[src/rtl/my_p0_pkg.sv]
// Shared MY-P0 definitions: ALU func codes, datapath widths and the result-stage entry.
// The optional out_ovf feature is controlled by the ALU_RES_OVF_EN macro.
package my_p0_pkg;

  localparam int DATA_W = 32;
  localparam int DEST_W = 4;
  localparam int FUNC_W = 3;

  localparam logic [FUNC_W-1:0] FUNC_ADD   = 3'b000;
  localparam logic [FUNC_W-1:0] FUNC_SUB   = 3'b001;
  localparam logic [FUNC_W-1:0] FUNC_NAND  = 3'b010;
  localparam logic [FUNC_W-1:0] FUNC_INC   = 3'b011;
  localparam logic [FUNC_W-1:0] FUNC_PASSA = 3'b100;
  localparam logic [FUNC_W-1:0] FUNC_PASSB = 3'b101;
  localparam logic [FUNC_W-1:0] FUNC_ILL0  = 3'b110;
  localparam logic [FUNC_W-1:0] FUNC_ILL1  = 3'b111;

  typedef struct packed {
    logic [DATA_W-1:0] result;
    logic [DEST_W-1:0] dest;
    logic              zero;
    logic              neg;
    logic              illegal;
`ifdef ALU_RES_OVF_EN
    logic              ovf;
`endif
  } res_entry_t;

  function automatic logic is_illegal_func(input logic [FUNC_W-1:0] func);
    return (func == FUNC_ILL0) || (func == FUNC_ILL1);
  endfunction

endpackage

[src/rtl/alu_flag_gen.sv]
// Combinational capture-point logic: turns raw ALU inputs into a flagged result entry.
// Overflow detection is compiled in only with ALU_RES_OVF_EN.
module alu_flag_gen
  import my_p0_pkg::*;
(
  input  logic [DATA_W-1:0] a_i,
  input  logic [DATA_W-1:0] b_i,
  input  logic [FUNC_W-1:0] func_i,
  input  logic [DATA_W-1:0] result_i,
  input  logic [DEST_W-1:0] dest_i,
  output res_entry_t        entry_o
);

  logic              illegal;
  logic [DATA_W-1:0] result;

  assign illegal = is_illegal_func(func_i);
  // The ALU drives high-Z for illegal funcs, so never let that reach the register.
  assign result  = illegal ? '0 : result_i;

`ifdef ALU_RES_OVF_EN
  logic ovf;
  logic a_msb, b_msb, r_msb;

  assign a_msb = a_i[DATA_W-1];
  assign b_msb = b_i[DATA_W-1];
  assign r_msb = result[DATA_W-1];

  always_comb begin
    // NOTE: every always_comb output gets a default first so no path can infer a latch.
    ovf = 1'b0;
    case (func_i)
      FUNC_ADD: ovf = (a_msb == b_msb) && (r_msb != a_msb);
      FUNC_SUB: ovf = (a_msb != b_msb) && (r_msb != a_msb);
      FUNC_INC: ovf = (a_i == {1'b0, {(DATA_W-1){1'b1}}});
      default:  ovf = 1'b0;
    endcase
  end
`else
  logic unused_operands;
  assign unused_operands = ^{a_i, b_i};
`endif

  always_comb begin
    entry_o         = '0;
    entry_o.result  = result;
    entry_o.dest    = dest_i;
    entry_o.zero    = (result == '0);
    entry_o.neg     = result[DATA_W-1];
    entry_o.illegal = illegal;
`ifdef ALU_RES_OVF_EN
    entry_o.ovf     = ovf;
`endif
  end

endmodule

[src/rtl/alu_result_stage.sv]
// Registered ALU result stage: 2-entry skid buffer with valid/ready on both sides.
// Define ALU_RES_OVF_EN to add the out_ovf port and signed-overflow flag.
module alu_result_stage #(
  parameter int DATA_W = my_p0_pkg::DATA_W,
  parameter int DEST_W = my_p0_pkg::DEST_W,
  parameter int FUNC_W = my_p0_pkg::FUNC_W
) (
  input  logic              clk,
  input  logic              rst_n,
  input  logic              flush,
  input  logic              in_valid,
  output logic              in_ready,
  input  logic [DATA_W-1:0] in_a,
  input  logic [DATA_W-1:0] in_b,
  input  logic [FUNC_W-1:0] in_func,
  input  logic [DATA_W-1:0] in_result,
  input  logic [DEST_W-1:0] in_dest,
  output logic              out_valid,
  input  logic              out_ready,
  output logic [DATA_W-1:0] out_result,
  output logic [DEST_W-1:0] out_dest,
  output logic              out_zero,
  output logic              out_neg,
  output logic              out_illegal
`ifdef ALU_RES_OVF_EN
  ,
  output logic              out_ovf
`endif
);

  import my_p0_pkg::*;

  res_entry_t cap_entry;
  res_entry_t main_q, main_d;
  res_entry_t skid_q, skid_d;
  logic       main_valid_q, main_valid_d;
  logic       skid_valid_q, skid_valid_d;
  logic       in_ready_q;
  logic       accept, emit;

  alu_flag_gen u_flag_gen (
    .a_i      (in_a),
    .b_i      (in_b),
    .func_i   (in_func),
    .result_i (in_result),
    .dest_i   (in_dest),
    .entry_o  (cap_entry)
  );

  assign accept = in_valid & in_ready_q & ~flush;
  assign emit   = main_valid_q & out_ready;

  always_comb begin
    main_d       = main_q;
    skid_d       = skid_q;
    main_valid_d = main_valid_q;
    skid_valid_d = skid_valid_q;
    if (flush) begin
      main_valid_d = 1'b0;
      skid_valid_d = 1'b0;
    end else if (emit && skid_valid_q) begin
      // in_ready is low whenever skid is full, so no accept can collide here.
      main_d       = skid_q;
      skid_valid_d = 1'b0;
    end else if (accept && (!main_valid_q || emit)) begin
      main_d       = cap_entry;
      main_valid_d = 1'b1;
    end else if (accept) begin
      skid_d       = cap_entry;
      skid_valid_d = 1'b1;
    end else if (emit) begin
      main_valid_d = 1'b0;
    end
  end

  // NOTE: state registers use non-blocking assignments so every flop samples pre-edge values.
  always_ff @(posedge clk or negedge rst_n) begin
    if (!rst_n) begin
      main_q       <= '0;
      main_valid_q <= 1'b0;
      skid_valid_q <= 1'b0;
      in_ready_q   <= 1'b1;
    end else begin
      main_q       <= main_d;
      main_valid_q <= main_valid_d;
      skid_valid_q <= skid_valid_d;
      in_ready_q   <= ~skid_valid_d;
    end
  end

  // NOTE: skid payload is left unreset; skid_valid_q alone decides whether it is meaningful.
  always_ff @(posedge clk) begin
    skid_q <= skid_d;
  end

  assign in_ready    = in_ready_q;
  assign out_valid   = main_valid_q;
  assign out_result  = main_q.result;
  assign out_dest    = main_q.dest;
  assign out_zero    = main_q.zero;
  assign out_neg     = main_q.neg;
  assign out_illegal = main_q.illegal;
`ifdef ALU_RES_OVF_EN
  assign out_ovf     = main_q.ovf;
`endif

endmodule

[config.mk]
export PLATFORM = sky130hd
export DESIGN_NAME = alu_result_stage
export DESIGN_NICKNAME = d
export VERILOG_FILES = /design/src/rtl/my_p0_pkg.sv /design/src/rtl/alu_flag_gen.sv /design/src/rtl/alu_result_stage.sv
export SDC_FILE = /design/constraint.sdc
export NUM_CORES = 1
export LEC_CHECK = 0
export CAP_MARGIN = 5
export CORE_MARGIN = 1
export CORE_UTILIZATION = 43
export CTS_CLUSTER_DIAMETER = 150
export CTS_CLUSTER_SIZE = 40
export DETAILED_ROUTE_END_ITERATION = 8
export GPL_TIMING_DRIVEN = 0
export PLACE_DENSITY_LB_ADDON = 0.15
export SYNTH_ARGS = -nofsm -noshare
export SYNTH_HDL_FRONTEND = slang
export SYNTH_HIERARCHICAL = 1
export SYNTH_SLANG_ARGS = --single-unit
[constraint.sdc]
create_clock -name clk -period 6.4 [get_ports clk]
set_input_delay 0.96 -clock clk [delete_from_list [all_inputs] [get_ports clk]]
set_output_delay 0.96 -clock clk [all_outputs]
set_load 0.05 [all_outputs]
Yosys cells after proc, flatten, opt, wreduce, memory -nomap -nowiden
Cells that the tools add are included.
{"block": "word_totals", "regBits": 81, "latchBits": 0, "mem_bits_rw": 0, "mem_bits_ro": 0, "inputBits": 108, "out_inout_bits": 41, "word_cells": 47, "n_memories": 0}
{"block": "classes", "addsub": 0, "mul": 0, "div_mod_pow": 0, "order_cmp": 0, "n_eq_ne": 4, "shifts": 0, "muxes": 12, "bitwise_logic": 7, "reduce_logical": 11}
{"operator": "$mux 39", "count": 2}
{"operator": "$logic_not 32->1", "count": 1}
{"operator": "$mux 32", "count": 1}
{"operator": "$mux 1", "count": 9}
{"operator": "$eq 3x3->1 const B", "count": 2}
{"operator": "$not 1->1", "count": 4}
{"operator": "$reduce_and 4->1", "count": 1}
{"operator": "$and 1x1->1", "count": 3}
{"operator": "$ne 3x2->1 const B", "count": 1}
{"operator": "$reduce_and 3->1", "count": 1}
{"operator": "$reduce_bool 3->1", "count": 1}
{"operator": "$logic_and 1x1->1", "count": 2}
{"operator": "$logic_or 1x1->1", "count": 2}
{"operator": "$ne 2x2->1 const B", "count": 1}
{"operator": "$reduce_and 2->1", "count": 1}
{"operator": "$reduce_bool 2->1", "count": 1}
{"operator": "$logic_not 1->1", "count": 1}

Depth between registers and ports, before layout
Gate-level depths: netlist of the first run.
{"block": "logic_depth", "word_depth": 7, "ltp_mapped": 6, "mapped_depth_nobuf": 5}

Modules after synthesis
Netlist of the first run, hierarchy kept.
{"module": "alu_result_stage", "instances": 1, "cells_per_inst": 178, "area_per_inst_um2": 3315.7, "seq_area_each_um2": 2223.4}
{"module": "alu_flag_gen", "instances": 1, "cells_per_inst": 54, "area_per_inst_um2": 357.8, "seq_area_each_um2": 0.0}

Least setup slack after synthesis of the first run
Ideal clock, no wire load.
{"block": "synth_path", "kind": "in2reg", "from": "input port in_valid", "to": "register skid_q[0] (netlist name), enable pin", "arrival_ns": 5.270, "slack_ns": 0.578, "cell_stages": 2, "path_buffers": 0, "path_cell_list": "nand2_1 > nor4b_1"}
{"block": "synth_between", "elab_chain_cells": 5}
{"element": "from (decl)", "line": "alu_result_stage.sv:11", "source": "input logic in_valid,"}
{"element": "$and 1x1->1 (*) (2 in series)", "line": "alu_result_stage.sv:50", "source": "assign accept = in_valid & in_ready_q & ~flush;"}
{"element": "$logic_and 1x1->1", "line": "alu_result_stage.sv:65", "source": "end else if (accept && (!main_valid_q || emit)) begin"}
{"element": "$not 1->1 (no source line)"}
{"element": "$reduce_and 4->1 (no source line) (*)"}
{"element": "to (signal assigned)", "line": "alu_result_stage.sv:93", "source": "skid_q <= skid_d;"}
{"element": "to (decl)", "line": "alu_result_stage.sv:35", "source": "res_entry_t skid_q, skid_d;"}
Every way passes the cells marked *; elsewhere a longest branch is shown, timed or not.
A chain may end at the register's enable or synchronous reset.

Final worst setup path of the first run
{"block": "layout_path", "from": "input port in_valid", "to": "register skid_q[4] (netlist name), enable pin"}
Same word-level chain as after synthesis.

==> out/qor.yml, run 1 <==
floorplanning:
  row_count: 33
  core_area_sq_um: 8258
  io_pins: 149
  die_h_microns: 94.43
  die_w_microns: 94.43
  start_util_pct: 44.48
  die_area_sq_um: 8917
cells_and_area:
  syn_to_final_growth_pct: 32.53
  post_route_cells_drive_above_1_share_pct: 36.34
  final_common_cell: "clkdlybuf4s50_1"
  nets: 436
  n_antenna_cell: 0
  layout.cells.most_common_list: "78 x clkdlybuf4s50_1, 58 x mux2_2, 41 x dfrtp_1, 39 x edfxtp_1, 31 x and2_1"
  final_util_pct: 58.95
placed_design:
  dpl.hpwl_microns: 5336
  port-buffer-count: 79
  globalplace.congestion: 0.7242
synth:
  synth_top_area_share_pct: 31.88
  ys_types: 25
  synth_area_sq_um: 3674
  synth-seq-cells: 81
  seq_area_frac_synth_pct: 60.52
  synth_cells: 232
  syn_nets: 340
  ys_top_cells_by_area: "edfxtp_1 32%, dfrtp_1 28%, mux2_2 18%"
  yosysTopAreaCell: "edfxtp_1"
  yosysWarnings: 6
  avgSynthCellArea_sq_um: 15.83
pwr:
  irDropWorstVdd_uv: 129.1
  power.density_nw_per_um2: 296.8
  fin_total_pwr_mw: 1.445
  leakagePower_nw: 1.936
clock_tree:
  clock_latency_ns: 0.34
  cts_hold_buffers: 0
  cts.sinks: 81
  cts-root-buf: "clkbuf_8"
  cts_tree: "done"
  cts.clk_slew.worst_paths_ns: 0.08
  htree_levels: 3
  cts_setup_buffers: 0
  clockBufferDepth: 2
  numCtsBuffers: 9
  postCtsResizedCells: 0
grt:
  antenna_found_initial: 0
  grt_remaining_overflow: 0
  track_usage_pct: 17.38
  grt_pass1_vias: 2251
  grt_max_degree: 24
  grt_pass1_wl_microns: 11460
worst_setup_path:
  path_cells: "clkdlybuf4s50_1 > nand2_1 > nor4b_2 > buf_4 > buf_4"
  setup.worst_path.end_class: "flop"
  critPathLaunchType: "input pin"
  crit_required_ns: 6.45
  critical_path.max_fanout: 9
  r2r_cells: 4
  crit_slowest_cell: "nor4b_2"
  timing.rr.end: "skid_q[4]"
  cp_common_cell: "buf_4"
  crit_arrival_ns: 2.93
  rrSetupSlack_ns: 4.07
  cp_top_family: "buffers and inverters"
  r2r_start: "in_ready"
  path_buf_inv: 3
  path_class: "input pin to flop"
  critPathMaxStageDelay_ns: 0.86
detailed_routing:
  route.vias.total: 2196
  vias_per_cell: 5.014
  drc_errors: 0
  drt_iter0_drc: 69
  detail-route-antenna-nets: 0
  wl_met2_microns: 3568
  drt-total-wl_microns: 7211
  wl_met1_microns: 3313
  dr.pass1.iters: 4
  topRoutingLayerUsed: "met4"
  wl_per_cell_microns: 16.46
  met3_wirelength_microns: 244
flow_run:
  maxCapViolCount: 0
worst_hold_path:
  hp-class: "flop to flop"
  min_to: "out_dest[0]"
  holdPathStages: 1
  hold_path_startpoint: "out_dest[0]"
sta:
  hold_viol: 0
  finalSetupViolCount: 0
  max_freq_ghz: 0.3481
  finalHoldWorstSlack_ns: 0.5098
  slew_headroom_pct: 31.56
  tightest_slew_ns: 1.024
  finalClockSkew_ns: 0.009326
  fin_crit_sh_pct: 44.89
  rsz0062_at_grt: "false"
  finalMaxSlewViolations: 0
  min_period_ns: 2.873
status:
  status: "finished, final reports clean"
-- power by group --
| group | internal [mW] | leakage [nW] | switching [mW] |
|---|---|---|---|
| registers | 0.599 | 0.871 | 0.0275 |
| clock network | 0.231 | 0.108 | 0.177 |
| logic | 0.172 | 0.957 | 0.240 |
-- per-stage QoR --
step | instances | TNS, ns | area (sq um) | worst slack, ns
CTS | 438 | 0 | 4868 | 3.542
finish | 438 | 0 | 4868 | 3.527
global route | 438 | 0 | 4868 | 3.461
detailed placement | 422 | 0 | 4654 | 3.186
global placement | 416 | -84.15 | 4596 | -2.265
floorplan | 232 | 0 | 3674 | 0.5780
-- synth_stat cells, drive strengths merged --
cell type,n
a21oi,1
nand3,1
nor4,8
mux2,78
edfxtp,39
buf,14
inv,2
o21a,1
dfrtp,41
dfstp,1
clkbuf,3
a221oi,1
nand4,2
nor4b,1
nand2,3
o21ai,3
a31oi,1
and2,32
-- cell families after synthesis --
logic type,synth area share (%)
flip-flops,60.52
buffers and inverters,3.508
AO/OA/AOI/OAI,1.328
multiplexers,25.95
AND/OR/NAND/NOR,8.685
-- metal layers --
metal	up-vias	GRT usage, %
met5	-	0
met2	45	27.96
met3	7	3.060
met4	0	7.308
li1	1034	-
met1	1110	23.16
-- registers in the layout, summed over array words and instances, names as in the netlist --
register      count
out_dest          4
out_illegal       1
out_neg           1
skid_q           39
out_zero          1
out_result       32
in_ready          1
out_valid         1
skid_valid_q      1
-- final cells by class --
| class | count | area (sq um) |
|---|---|---|
| Sequential cell | 81 | 2223 |
| Timing Repair Buffer | 85 | 843.3 |
| Buffer | 17 | 121.4 |
| Clock inverter | 3 | 65.06 |
| Tap cell | 105 | 131.4 |
| Inverter | 2 | 7.507 |
| Fill cell | 689 | 3390 |
| Clock buffer | 13 | 148.9 |
| Multi-Input combinational cell | 132 | 1328 |
-- worst max-delay path by stage --
stage | from | endpoint | slack [ns] | cells past startpoint
5_1_grt | in_valid | skid_q[7] | 3.46 | 5
6_report | in_valid | skid_q[4] | 3.53 | 5
3_3_place_gp | out_ready | in_ready | -2.27 | 3
2_1_floorplan | in_valid | skid_q[0] | 0.58 | 2
4_1_cts | in_valid | skid_q[36] | 3.54 | 5
3_5_place_dp | in_valid | skid_q[4] | 3.19 | 5
Power figures use the tool's default switching activity.
==> inputs of run 2 (changes only) <==
clock period = 2.7 ns   (was 6.4 ns; I/O delays follow)
==> out/qor.yml, run 2 (synthesis gave the netlist of run 1 again) <==
status:
  status: "finished, final reports clean"
grt:
  grt_pass1_wl_microns: 11450  # -0.11%
  grt_pass1_vias: 2295  # +2.0%
  track_usage_pct: 17.37  # about the same
  grt_remaining_overflow: 0  # unchanged
  antenna_found_initial: 0  # unchanged
  grt_max_degree: 31  # +29%
pwr:
  seq_power_share_pct: 45.5  # +2.2 points
  switchingPower_mw: 1.045  # +140%
  irDropWorstVdd_uv: 320.9  # +150%
  intPower_mw: 2.210  # +120%
  switching_share_pct: 32.09  # +1.4 points
  pwr-share-comb_pct: 30.1  # +1.6 points
  leakagePower_nw: 1.920  # -0.84%
  power.density_nw_per_um2: 670.7  # +130%
  fin_total_pwr_mw: 3.255  # +130%
  pwr-share-clk_pct: 24.4  # -3.8 points
floorplanning:
  die_area_sq_um: 8917  # unchanged
  row_count: 33  # unchanged
  die_w_microns: 94.43  # unchanged
  start_util_pct: 44.48  # unchanged
  core_area_sq_um: 8258  # unchanged
  io_pins: 149  # unchanged
  die_h_microns: 94.43  # unchanged
sta:
  tightest_slew_ns: 0.5439  # -0.4800 ns
  finalMaxSlewViolations: 0  # unchanged
  finalSetupViolCount: 0  # unchanged
  min_period_ns: 2.085
  finalClockSkew_ns: 0.007810  # -0.001516 ns
  hold_viol: 0  # unchanged
  fin_crit_sh_pct: 77.21
  max_freq_ghz: 0.4797
  rsz0062_at_grt: "false"
  slew_headroom_pct: 63.63  # +32 points
cells_and_area:
  post_route_cells_drive_above_1_share_pct: 36.14  # -0.19 points
  final_common_cell: "clkdlybuf4s50_1"
  fillers: 694  # +0.73%
  nets: 435  # -0.23%
  layout.cells.most_common_list: "78 x clkdlybuf4s50_1, 58 x mux2_2, 41 x dfrtp_1, 39 x edfxtp_1, 31 x and2_1"
  largest_reg_flops: 39  # unchanged
  syn_to_final_growth_pct: 32.12
  final_area_sq_um: 4853  # -0.31%
  n_antenna_cell: 0  # unchanged
  largest_register: "skid_q"
detailed_routing:
  wl_per_cell_microns: 15.97  # -3.0%
  route.vias.total: 2167  # -1.3%
  drt_iter0_drc: 55  # -20%
  vias_per_cell: 4.959  # -1.1%
  drc_errors: 0  # unchanged
  drt-total-wl_microns: 6977  # -3.2%
  dr.pass1.iters: 4  # unchanged
  detail-route-antenna-nets: 0  # unchanged
worst_setup_path:
  path_cells: "clkdlybuf4s50_1"
  critical_path.max_fanout: 7  # -2
  timing.rr.end: "out_result[30]"
  critPathLaunchType: "flop"
  path_buf_inv: 1  # -2
  r2r_start: "in_ready"
  r2r_cells: 5  # +1
  critPathMaxStageDelay_ns: 0.85  # about the same
  path_class: "flop to primary output"
  setup.worst_path.end_class: "primary output"
  crit_required_ns: 2.30  # -4.15 ns
  crit_arrival_ns: 1.68  # -1.25 ns
  cp_top_family: "buffers and inverters"
  rrSetupSlack_ns: 0.82  # -3.25 ns
  crit_slowest_cell: "clkdlybuf4s50_1"
clock_tree:
  clock_latency_ns: 0.34  # about the same
  cts.clk_slew.worst_paths_ns: 0.08  # about the same
  cts_hold_buffers: 1  # +1
  postCtsResizedCells: 0  # unchanged
  cts_tree: "done"
  cts_setup_buffers: 0  # unchanged
  cts.sinks: 81  # unchanged
  clockBufferDepth: 2  # unchanged
  numCtsBuffers: 9  # unchanged
  cts-root-buf: "clkbuf_8"
  htree_levels: 3  # unchanged
worst_hold_path:
  hp-class: "input pin to flop"
  holdPathStages: 1  # unchanged
  hold_path_startpoint: "in_dest[1]"
  min_to: "skid_q[4]"
placed_design:
  globalplace.congestion: 0.7306  # +0.88%
  port-buffer-count: 79  # unchanged
  dpl.hpwl_microns: 5127  # -3.9%
  place_area_sq_um: 4667  # +0.27%
flow_run:
  maxCapViolCount: 0  # unchanged
run 2: metrics by stage:
step | hold slack (ns) | util (%) | instances | setup TNS [ns] | setup WS, ns
global route | 0.2294 | 58.77 | 437 | 0 | 0.5383
CTS | 0.2332 | 58.77 | 437 | 0 | 0.6055
finish | 0.2474 | 58.77 | 437 | 0 | 0.6154
global placement | 0.4895 | 55.83 | 416 | -32.50 | -0.7780
detailed placement | 0.3156 | 56.52 | 420 | 0 | 0.3683
floorplan | 0.1094 | - | 232 | 0 | 0.03861
run 2: worst reg2reg max path: stages (launching register included):
cell	delay, ns
dfstp_2	0.54
nand2_1	0.12
a221oi_2	0.34
buf_4	0.27
buf_8	0.19
mux2_4	0.30
run 2: how the worst max path moves through the flow:
| stage | start | to | slack (ns) | cells after the start |
|---|---|---|---|---|
| 3_3_place_gp | out_ready | skid_q[3] | -0.78 | 2 |
| 2_1_floorplan | in_ready | skid_q[0] | 0.04 | 2 |
| 6_report | out_valid | out_valid | 0.62 | 1 |
| 5_1_grt | out_valid | out_valid | 0.54 | 1 |
| 3_5_place_dp | out_ready | out_result[26] | 0.37 | 6 |
| 4_1_cts | out_valid | out_valid | 0.61 | 1 |
run 2: cell type report:
| type | instances | area [sq um] | share of cell area [%] |
|---|---|---|---|
| plain buffers | 17 | 121.4 | 2.501 |
| inverters | 2 | 7.507 | 0.1547 |
| clock inverters | 3 | 17.52 | 0.3609 |
| well taps | 105 | 131.4 | 2.707 |
| clock buffers | 13 | 158.9 | 3.274 |
| multi-input cells | 132 | 1336 | 27.53 |
| repair buffers | 84 | 857.1 | 17.66 |
| flip-flops and latches | 81 | 2223 | 45.81 |
run 2: per-layer routing:
layer	vias to the layer above	part of all wire (%)	track usage, %
met3	11	3.3	3.221
met4	0	1.8	7.179
met1	1070	47	22.93
li1	1037	-	-
met5	-	0	0
met2	49	48	28.14
run 2: power groups by stage:
stage          registers (mW)  clock network, mW  logic, mW
2_1_floorplan            1.90                  0      0.228
3_3_place_gp             1.51                  0      0.974
3_5_place_dp             1.51                  0      0.987
4_1_cts                  1.49              0.819      0.990
5_1_grt                  1.50              0.870       1.03
6_report                 1.48              0.793      0.980
